===== config.mk =====
export PLATFORM = sky130hd
export DESIGN_NAME = multicycle_control_unit
export DESIGN_NICKNAME = d
export VERILOG_FILES = /design/src/rtl/multicycle_control_unit.sv
export SDC_FILE = /design/constraint.sdc
export NUM_CORES = 1
export LEC_CHECK = 0
export ABC_CLOCK_PERIOD_IN_PS = 2700
export CAP_MARGIN = 20
export CORE_MARGIN = 3
export CORE_UTILIZATION = 40
export DETAILED_ROUTE_END_ITERATION = 8
export GPL_ROUTABILITY_DRIVEN = 0
export PLACE_DENSITY = 0.75
export SLEW_MARGIN = 10
export SYNTH_ARGS = -nofsm -noshare
export SYNTH_HDL_FRONTEND = slang
export SYNTH_SLANG_ARGS = --single-unit

===== constraint.sdc =====
create_clock -name clk -period 2.7 [get_ports clk]
set_clock_uncertainty 0.1 [all_clocks]
set_input_delay 0.54 -clock clk [delete_from_list [all_inputs] [get_ports clk]]
set_output_delay 0.54 -clock clk [all_outputs]
set_load 0.1 [all_outputs]

===== src/rtl/multicycle_control_unit.sv =====
// Multicycle RISC-V style control FSM: FETCH/DECODE/EXEC/MEM/WB plus a halting TRAP state.
// Control strobes decode from state and instruction fields; trap, cause and retire count are registered.
module multicycle_control_unit #(
  parameter int ALUOP_W     = 4,
  parameter int MEM_TIMEOUT = 16,
  parameter int CNT_W       = 32
) (
  input  logic               clk,
  input  logic               rst_n,
  input  logic [6:0]         opcode,
  input  logic [2:0]         funct3,
  input  logic [6:0]         funct7,
  input  logic               mem_ready,
  input  logic               trap_clr,
  output logic [1:0]         selSrc,
  output logic [ALUOP_W-1:0] ALUOp,
  output logic               Branch,
  output logic               Jump,
  output logic               MemRead,
  output logic               MemWrite,
  output logic               IorD,
  output logic               IRWrite,
  output logic               PCWrite,
  output logic               MemToReg,
  output logic               RegWrite,
  output logic               trap,
  output logic [1:0]         trap_cause,
  output logic [CNT_W-1:0]   retire_cnt
);

  typedef enum logic [2:0] {
    S_FETCH, S_DECODE, S_EXEC, S_MEM, S_WB, S_TRAP
  } state_t;

  localparam logic [6:0] OP_R = 7'b0110011, OP_I = 7'b0010011, OP_LD = 7'b0000011,
                         OP_ST = 7'b0100011, OP_BR = 7'b1100011, OP_JAL = 7'b1101111,
                         OP_JALR = 7'b1100111;
  localparam logic [3:0] A_ADD = 4'd0, A_SUB = 4'd1, A_AND = 4'd2, A_OR = 4'd3, A_XOR = 4'd4,
                         A_SLL = 4'd5, A_SRL = 4'd6, A_SRA = 4'd7, A_SLT = 4'd8, A_SLTU = 4'd9;
  localparam int WAIT_W = $clog2(MEM_TIMEOUT + 1) + 1;

  state_t            r_state;
  logic [WAIT_W-1:0] r_wait;
  logic              r_trap;
  logic [1:0]        r_cause;
  logic [CNT_W-1:0]  r_retire;

  logic              w_is_r, w_is_i, w_is_ld, w_is_st, w_is_br, w_is_jmp, w_legal;
  logic [3:0]        w_alu_r, w_alu_i, w_alu;
  logic [WAIT_W-1:0] w_wait_inc;
  logic              w_timeout;

  assign w_is_r   = (opcode == OP_R);
  assign w_is_i   = (opcode == OP_I);
  assign w_is_ld  = (opcode == OP_LD);
  assign w_is_st  = (opcode == OP_ST);
  assign w_is_br  = (opcode == OP_BR);
  assign w_is_jmp = (opcode == OP_JAL) || (opcode == OP_JALR);
  assign w_legal  = w_is_r || w_is_i || w_is_ld || w_is_st || w_is_br || w_is_jmp;

  // Memory handshake: mem_ready=1 in a cycle where MemRead/MemWrite is driven completes that
  // access at the next rising edge; each cycle without it counts toward MEM_TIMEOUT.
  assign w_wait_inc = r_wait + WAIT_W'(1);
  assign w_timeout  = (MEM_TIMEOUT != 0) && (w_wait_inc == WAIT_W'(MEM_TIMEOUT));

  always_comb begin
    w_alu_r = A_ADD;
    case ({funct7, funct3})
      10'b0000000_000: w_alu_r = A_ADD;
      10'b0100000_000: w_alu_r = A_SUB;
      10'b0000000_001: w_alu_r = A_SLL;
      10'b0000000_010: w_alu_r = A_SLT;
      10'b0000000_011: w_alu_r = A_SLTU;
      10'b0000000_100: w_alu_r = A_XOR;
      10'b0000000_101: w_alu_r = A_SRL;
      10'b0100000_101: w_alu_r = A_SRA;
      10'b0000000_110: w_alu_r = A_OR;
      10'b0000000_111: w_alu_r = A_AND;
      default:         w_alu_r = A_ADD;
    endcase
  end

  always_comb begin
    w_alu_i = A_ADD;
    case (funct3)
      3'b000:  w_alu_i = A_ADD;
      3'b001:  w_alu_i = A_SLL;
      3'b010:  w_alu_i = A_SLT;
      3'b011:  w_alu_i = A_SLTU;
      3'b100:  w_alu_i = A_XOR;
      3'b101:  w_alu_i = (funct7 == 7'b0000000) ? A_SRL : A_SRA;
      3'b110:  w_alu_i = A_OR;
      default: w_alu_i = A_AND;
    endcase
  end

  always_comb begin
    selSrc   = 2'b00;
    w_alu    = A_ADD;
    Branch   = 1'b0;
    Jump     = 1'b0;
    MemRead  = 1'b0;
    MemWrite = 1'b0;
    IorD     = 1'b0;
    IRWrite  = 1'b0;
    PCWrite  = 1'b0;
    MemToReg = 1'b0;
    RegWrite = 1'b0;
    case (r_state)
      S_FETCH: begin
        MemRead = 1'b1;
        // Held low during reset so a stale mem_ready cannot latch an instruction.
        IRWrite = mem_ready && rst_n;
        PCWrite = mem_ready && rst_n;
      end
      S_EXEC: begin
        if (w_is_r) begin
          w_alu = w_alu_r;
        end else if (w_is_i) begin
          selSrc = 2'b01;
          w_alu  = w_alu_i;
        end else if (w_is_ld || w_is_st) begin
          selSrc = 2'b01;
        end else if (w_is_br) begin
          w_alu  = A_SUB;
          Branch = 1'b1;
        end else if (w_is_jmp) begin
          selSrc = 2'b01;
          Jump   = 1'b1;
        end
      end
      S_MEM: begin
        IorD     = 1'b1;
        MemRead  = w_is_ld;
        MemWrite = w_is_st;
      end
      S_WB: begin
        RegWrite = 1'b1;
        MemToReg = w_is_ld;
      end
      default: ;
    endcase
    ALUOp = ALUOP_W'(w_alu);
  end

  always_ff @(posedge clk or negedge rst_n) begin
    if (!rst_n) begin
      r_state  <= S_FETCH;
      r_wait   <= '0;
      r_trap   <= 1'b0;
      r_cause  <= 2'b00;
      r_retire <= '0;
    end else begin
      case (r_state)
        S_FETCH, S_MEM: begin
          if (mem_ready) begin
            r_wait <= '0;
            if (r_state == S_FETCH) begin
              r_state <= S_DECODE;
            end else if (w_is_st) begin
              r_state  <= S_FETCH;
              r_retire <= r_retire + CNT_W'(1);
            end else begin
              r_state <= S_WB;
            end
          end else if (w_timeout) begin
            r_wait  <= '0;
            r_state <= S_TRAP;
            r_trap  <= 1'b1;
            r_cause <= 2'b10;
          end else begin
            r_wait <= w_wait_inc;
          end
        end
        S_DECODE: begin
          if (w_legal) begin
            r_state <= S_EXEC;
          end else begin
            r_state <= S_TRAP;
            r_trap  <= 1'b1;
            r_cause <= 2'b01;
          end
        end
        S_EXEC: begin
          if (w_is_ld || w_is_st) begin
            r_state <= S_MEM;
          end else if (w_is_br) begin
            r_state  <= S_FETCH;
            r_retire <= r_retire + CNT_W'(1);
          end else if (w_is_r || w_is_i || w_is_jmp) begin
            r_state <= S_WB;
          end else begin
            r_state <= S_FETCH;
          end
        end
        S_WB: begin
          r_state  <= S_FETCH;
          r_retire <= r_retire + CNT_W'(1);
        end
        S_TRAP: begin
          if (trap_clr) begin
            r_state <= S_FETCH;
            r_trap  <= 1'b0;
            r_cause <= 2'b00;
          end
        end
        default: r_state <= S_FETCH;
      endcase
    end
  end

  assign trap       = r_trap;
  assign trap_cause = r_cause;
  assign retire_cnt = r_retire;

endmodule


==> impl_metrics.yaml, run 1 <==
outcome:
  status: "finished, violations left"
  failed_checks: "negative setup slack"
finish:
  num_antenna_cells: 0
  area_delta_synth_final_pct: 50.6
  layout-drive-gt1-share: 0.344
  fillers: 492
  num-nets-final: 411
  fin_util: 0.646
  design_area_sq_um: 3960
  fin_cells: 464
global_routing:
  grt_max_degree: 45
  overflow: 0
  grt_pass1_wl_microns: 11500
  antenna_found_initial: 0
  grt_usage: 0.190
  grt_pass1_vias: 2412
logic_synthesis:
  synth_area_leaders: "dfrtp_1 (42%), xnor2_1 (7.3%), nand2_1 (4.0%)"
  synth_top_area_frac: 0.419
  synth_compound_area_frac: 0.109
  synth_simple_gate_area_frac: 0.278
  mappedNetlistArea_sq_um: 2630
  synth_seq_cells: 44
  synth_fa_ha_area_frac: 0.0133
  avgSynthCellArea_sq_um: 9.13
  synth_warnings: 0
  synth_ff_type: "dfrtp_1"
  yosys.area_share.xor_xnor: 0.113
  synth-edff-count: 0
  async_reset_ff_frac: 1.00
  synth.top_cells.by_count: "dfrtp_1 (44), nand2_1 (28), xnor2_1 (22)"
  synth_nets: 311
  syn_inst: 288
  synth_top_family_by_area: "simple AND/OR/NAND/NOR gates"
  yosysUniqueCellTypes: 55
  ys_seq_area_frac: 0.419
  synth_top_area_cell: "dfrtp_1"
  synth.most_common_cell: "dfrtp_1"
  muxShareOfSynthArea: 0.0205
power:
  cellPowerDensity_nw_per_um2: 724
  finalPower_mw: 2.87
  leakagePower_nw: 1.83
  ir_drop_mv: 0.869
routing:
  firstDrtPassIters: 4
  wire_per_inst_microns: 15.2
  viasPerCell: 5.42
  wirelength_microns: 7060
  drtAntennaViolNets: 0
  drc: 0
  via_count: 2515
  drt_iter0_markers: 159
clock_network:
  cts_buffers: 5
  cts_max_level: 2
  clk_pin_slew_worst_paths_ps: 80
  cts_tree: "yes"
  clk_latency_ps: 290
  cts.sinks: 44
  clockBufferDepth: 2
  clockRootBuffer: "clkbuf_8"
worst_setup_path:
  crit_buf_inv: 3
  cp-start-kind: "input port"
  reg2reg_slack_ps: 340
  slowest_delay_ps: 520
  r2r-end: "retire_cnt[26]"
  cp_common_cell: "buf_6"
  critPathRequiredTime_ps: 2060
  crit_chain: "buf_6 -> or4_4 -> or3_4 -> buf_6 -> a21o_4 -> a2111oi_4 -> buf_12"
  r2r-start: "retire_cnt[0]"
  crit_path_end_kind: "output pin"
  cp_slowest_cell: "or4_4"
  critPathKind: "in -> out"
  critical_path_cell_count: 7
  arrival_ps: 2390
  crit_family: "simple AND/OR/NAND/NOR gates"
  crit_fanout: 2
  r2r_cells: 6
timing:
  worst_pin_slew_ps: 594
  max_slew_margin: 0.600
  fin_crit_sh: 1.12
  hold_viol: 0
  maxClockFrequency_mhz: 330
  setup_violations: 3
  tns_ps: -865
  fin_crit_ps: 3030
  whs_ps: 245
  setup_slack_ps: -332
  rsz0062_at_grt: "yes"
  slew_viol_final: 0
placed_design:
  io_buffers: 69
  place_ws_ps: -696
  dpl-instance-area_sq_um: 3750
  dp_hpwl_microns: 5170
  dp_cells: 447
floorplan:
  ioPinCount: 71
  die_w_microns: 87.1
  die_area_sq_um: 7580
  die_h_microns: 87.1
  rows: 28
  core_sq_um: 6130
  initial_utilization: 0.429
run:
  maxCapViolCount: 0
hold_path:
  worst_hold_path_type: "in -> async"
cells by family after synthesis:
kind of cell,count (synthesis)
simple gates,132
flops,44
compound gates,42
xor+xnor,34
buf+inv,27
mux,5
fa+ha+maj,3
other cells,1
state kept, by name, summed over array words and instances, names as in the netlist:
signal	cells
r_state	3
retire_cnt	32
trap	1
r_wait	6
trap_cause	2
where the power goes:
group	leakage (nW)	switching, mW	internal (mW)	total (mW)
logic	1.20	0.945	0.442	1.39
clock network	0.0645	0.220	0.326	0.547
registers	0.571	0.164	0.768	0.932
layer usage:
metal | vias to the layer above | global-route usage | share of wire
met5 | - | 0 | 0
met4 | 0 | 0.0581 | 0.016
met3 | 14 | 0.0369 | 0.046
met2 | 63 | 0.299 | 0.48
met1 | 1219 | 0.266 | 0.46
li1 | 1219 | - | -
worst max-delay path by stage:
stage / to / slack, ps / start
global route: ALUOp[2] / -360 / funct7[2]
global placement: ALUOp[0] / -650 / funct7[0]
floorplan: ALUOp[2] / -700 / funct7[0]
detailed placement: ALUOp[0] / -700 / funct7[0]
finish: ALUOp[2] / -330 / funct7[2]
CTS: ALUOp[2] / -430 / funct7[3]
cells in the final DEF, fill, tap and decap left out, types with 7 or more instances in the layout:
cell type and instances:
nand3_1 21, xor2_1 12, o21ai_0 14, nand4_1 15, nand2_1 27, buf_12 14
dfrtp_1 44, clkbuf_8 7, and3_1 8, xnor2_1 22, buf_4 70, inv_1 14
nor2_1 13
cell type report:
class | count | area, sq um | area share
multi-input combinational | 217 | 1580 | 0.399
sequential | 44 | 1100 | 0.278
timing repair buffer | 106 | 1010 | 0.254
clock buffer | 7 | 96.3 | 0.0243
tap | 75 | 93.8 | 0.0237
inverter | 14 | 52.6 | 0.0133
clock inverter | 1 | 30.0 | 0.00758
timing repair:
action / CTS / global route
pin swaps: 9 / 7
hold buffers: 0 / 0
setup buffers: 8 / 1
endpoints found under the hold margin: 0 / 0
resized for setup: 32 / 10
setup endpoints to repair: 7 / 7
Power figures use the tool's default switching activity.
==> run 2, diff against run 1 <==
- DONT_BUFFER_PORTS: default -> 1
- PLACE_DENSITY: 0.75 -> default
==> impl_metrics.yaml, run 2 (synthesis gave the netlist of run 1 again) <==
clock_network:
  clk_pin_slew_worst_paths_ps: 80
  cts_max_level: 2
  cts.sinks: 44
  clk_latency_ps: 290
  clockBufferDepth: 2
  cts_buffers: 5
  cts_tree: "yes"
  clockRootBuffer: "clkbuf_8"
timing:
  fin_crit_ps: 2940
  fin_crit_sh: 1.09
  worst_pin_slew_ps: 929
  maxClockFrequency_mhz: 340
  rsz0062_at_grt: "yes"
  setup_slack_ps: -245
  max_slew_margin: 0.380
  hold_viol: 0
  setup_violations: 3
  slew_viol_final: 0
outcome:
  status: "finished, violations left"
  failed_checks: "negative setup slack"
floorplan:
  die_h_microns: 87.1
  ioPinCount: 71
  rows: 28
  initial_utilization: 0.429
  core_sq_um: 6130
  die_area_sq_um: 7580
  die_w_microns: 87.1
power:
  ir_drop_mv: 0.577
  cellPowerDensity_nw_per_um2: 784
  leakagePower_nw: 1.54
routing:
  via_count: 2259
  wire_per_inst_microns: 15.4
  firstDrtPassIters: 4
  viasPerCell: 5.47
  drc: 0
  wirelength_microns: 6370
  drt_iter0_markers: 113
  drtAntennaViolNets: 0
global_routing:
  grt_pass1_vias: 2275
  antenna_found_initial: 0
  grt_pass1_wl_microns: 10700
  grt_max_degree: 45
  grt_usage: 0.176
  overflow: 0
finish:
  fin_cells: 413
  layout_common_cells: "buf_4 (46), dfrtp_1 (44), nand2_1 (27)"
  num_antenna_cells: 0
  num-nets-final: 360
  area_delta_synth_final_pct: 31.2
  final_common_cell: "buf_4"
  largest_reg_flops: 32
  layout-drive-gt1-share: 0.269
hold_path:
  min_to: "r_wait[3]"
  min_from: "mem_ready"
  hold_depth: 1
  worst_hold_path_type: "in -> reg"
worst_setup_path:
  crit_chain: "or4_4 -> or3_4 -> buf_6 -> a21o_4 -> a2111oi_4 -> buf_12"
  cp-start-kind: "input port"
  critPathKind: "in -> out"
  r2r-start: "r_state[2]"
  slowest_delay_ps: 510
  crit_fanout: 2
  reg2reg_slack_ps: 320
  r2r_cells: 5
  crit_path_end_kind: "output pin"
  arrival_ps: 2300
  r2r-end: "retire_cnt[1]"
  cp_slowest_cell: "or4_4"
  critPathRequiredTime_ps: 2060
placed_design:
  dp_hpwl_microns: 4800
  io_buffers: 0
  dp_cells: 403
  place_ws_ps: -261
run:
  maxCapViolCount: 0
[run 2: cell count changes in the layout (fill, tap and decap cells not counted), sizes merged]
| cell | before | now |
|---|---|---|
| buf | 92 | 54 |
| clkbuf | 9 | 6 |
| dlymetal6s2s | 3 | 0 |
| clkdlybuf4s15 | 1 | 0 |
| dlygate4sd3 | 0 | 1 |
| clkdlybuf4s50 | 6 | 0 |
| clkinv | 0 | 1 |
| dlygate4sd2 | 2 | 0 |
[run 2: where the power goes]
group	switching [mW]	internal, mW	total (mW)
registers	0.229	0.766	0.995
clock network	0.223	0.303	0.526
logic	0.830	0.351	1.18
total	1.28	1.42	2.70
[run 2: critical path, delay by kind of cell]
family	cells	cell delay [ps]
AOI/OAI and AO/OA	2	550
buffers and inverters	2	350
and+or+nand+nor	2	860
[run 2: area by class of cell]
cell class / count / area, sq um
Fill cell: 566 / 2680
Multi-Input combinational cell: 217 / 1560
Sequential cell: 44 / 1100
Timing Repair Buffer: 55 / 522
Tap cell: 75 / 93.8
Clock buffer: 6 / 82.6
Inverter: 14 / 52.6
Clock inverter: 2 / 38.8
[run 2: layer usage]
metal,track usage,vias to the layer above,part of all wire
met5,0,-,0
met4,0.0467,0,0.0057
met3,0.0464,2,0.052
met2,0.300,54,0.51
met1,0.222,1079,0.44
li1,-,1124,-
[run 2: what timing repair did]
action | 4_1_cts | 5_1_grt
pin swaps | 1 | 0
hold buffers | 2 | 0
hold endpoints to repair | 44 | 0
buffers inserted | 0 | 0
resized for setup | 1 | 2
endpoints found under the setup margin | 3 | 4
[run 2: worst max path at each step]
stage	endpoint	from	slack, ps
final	ALUOp[2]	funct7[0]	-240
after global routing	ALUOp[0]	funct7[0]	-300
after CTS	ALUOp[2]	funct7[0]	-240
after detailed placement	ALUOp[0]	funct7[0]	-260
after global placement	ALUOp[0]	funct7[0]	-250
after floorplan	ALUOp[2]	funct7[0]	-700
[run 2: per-stage QoR]
stage | util | instance area [sq um] | total power, mW | setup TNS (ps) | hold slack (ps)
after global placement | 0.535 | 3280 | 2.15 | -596 | 146
after global routing | 0.562 | 3450 | 2.86 | -757 | 253
final | 0.562 | 3450 | 2.70 | -590 | 251
after floorplan | - | 2780 | 1.93 | -2130 | 144
after detailed placement | 0.535 | 3280 | 2.17 | -636 | 146
after CTS | 0.561 | 3440 | 2.72 | -595 | 233
==> run 3, diff against run 2 <==
- REMOVE_ABC_BUFFERS: default -> 1
==> impl_metrics.yaml, run 3 (synthesis gave the netlist of run 1 again) <==
finish:
  largest_reg_flops: 32
  fin_cells: 411
  final_common_cell: "dfrtp_1"
  layout_common_cells: "dfrtp_1 (44), buf_4 (40), nand2_1 (27)"
  regArea_sq_um: 1100
  num-nets-final: 358
  num_antenna_cells: 0
  area_delta_synth_final_pct: 30.1
  layout-drive-gt1-share: 0.253
  fillers: 521
  fin_util: 0.558
  multiInputGateArea_sq_um: 1510
worst_setup_path:
  r2r_cells: 5
  critPathRequiredTime_ps: 2060
  critPathKind: "in -> out"
  cp-start-kind: "input port"
  reg2reg_slack_ps: 460
  r2r-end: "retire_cnt[1]"
  r2r-start: "r_state[2]"
  cp_common_cell: "or3_4"
  crit_path_end_kind: "output pin"
  crit_buf_inv: 1
  arrival_ps: 2280
  crit_family: "simple AND/OR/NAND/NOR gates"
  cp_slowest_cell: "or4_4"
  crit_chain: "or4_4 -> or3_4 -> or3_4 -> a221oi_4 -> buf_12"
  slowest_delay_ps: 520
  crit_fanout: 2
routing:
  wirelength_microns: 6300
  drtAntennaViolNets: 0
  via_count: 2297
  wire_per_inst_microns: 15.3
  viasPerCell: 5.59
  drc: 0
  firstDrtPassIters: 4
  drt_iter0_markers: 102
timing:
  setup_violations: 3
  setup_slack_ps: -224
  fin_crit_ps: 2920
  rsz0062_at_grt: "yes"
  maxClockFrequency_mhz: 342
  tns_ps: -540
  max_slew_margin: 0.381
  worst_pin_slew_ps: 929
  hold_viol: 0
  fin_crit_sh: 1.08
  slew_viol_final: 0
outcome:
  failed_checks: "negative setup slack"
  status: "finished, violations left"
clock_network:
  clockRootBuffer: "clkbuf_8"
  cts_max_level: 2
  clockBufferDepth: 2
  clk_latency_ps: 300
  cts.sinks: 44
  cts_tree: "yes"
  cts_buffers: 5
  clk_pin_slew_worst_paths_ps: 90
placed_design:
  io_buffers: 0
  dp_hpwl_microns: 4860
  dp_cells: 400
  place_ws_ps: -254
global_routing:
  grt_usage: 0.174
  grt_pass1_wl_microns: 10500
  antenna_found_initial: 0
  grt_pass1_vias: 2147
  overflow: 0
  grt_max_degree: 45
power:
  ir_drop_mv: 0.603
  finalPower_mw: 2.55
  leakagePower_nw: 1.51
  cellPowerDensity_nw_per_um2: 744
floorplan:
  core_sq_um: 6130
  die_w_microns: 87.1
  die_area_sq_um: 7580
  rows: 28
  initial_utilization: 0.429
  ioPinCount: 71
  die_h_microns: 87.1
hold_path:
  hold_depth: 1
  worst_hold_path_type: "in -> reg"
  min_from: "mem_ready"
  min_to: "r_wait[3]"
run:
  maxCapViolCount: 0
## run 3: what timing repair did
| item | in CTS | in global routing |
|---|---|---|
| pin swaps | 2 | 0 |
| setup buffers | 1 | 0 |
| gates resized for setup | 4 | 2 |
| cloned | 0 | 0 |
| endpoints found under the hold margin | 44 | 0 |
| endpoints found under the setup margin | 3 | 4 |
| hold buffers | 2 | 0 |
## run 3: worst max-delay path by stage
stage                     depth (start not counted)       end  slack [ps]        from
after floorplan                                   3   IRWrite       -2650  r_state[1]
after global placement                            5  ALUOp[0]        -230   funct7[0]
after detailed placement                          5  ALUOp[0]        -250   funct7[0]
after CTS                                         5  ALUOp[0]        -220   funct7[0]
final                                             5  ALUOp[0]        -220   funct7[0]
after global routing                              5  ALUOp[0]        -250   funct7[0]
## run 3: routing by layer
layer | vias up | global-route usage | share of wire
met1 | 1126 | 0.219 | 0.44
met5 | - | 0 | 0
met2 | 45 | 0.286 | 0.50
met3 | 8 | 0.0520 | 0.056
met4 | 0 | 0.0567 | 0.012
li1 | 1118 | - | -
## run 3: area by class of cell
cell class / instances / area share
clock buffer: 7 / 0.0223
tap: 75 / 0.0274
clock inverter: 1 / 0.00256
sequential: 44 / 0.322
inverter: 14 / 0.0154
timing repair buffer: 53 / 0.168
multi-input combinational: 217 / 0.443
## run 3: metrics by stage
step	hold slack, ps	area [sq um]
2_1_floorplan	144	2560
3_3_place_gp	146	3260
3_5_place_dp	146	3260
4_1_cts	231	3410
5_1_grt	228	3420
6_report	237	3420
## run 3: power breakdown
part	total (mW)	switching [mW]	internal (mW)
clock	0.409	0.224	0.185
combinational	1.10	0.757	0.338
sequential	1.04	0.277	0.765
## run 3: worst register-to-register path: cells and delay by family, from the launching register on
family                 cells  cell delay (ps)
buffers and inverters      1              240
muxes                      1              370
DFF                        1              550
AOI/OAI and AO/OA          1              180
and+or+nand+nor            2              710
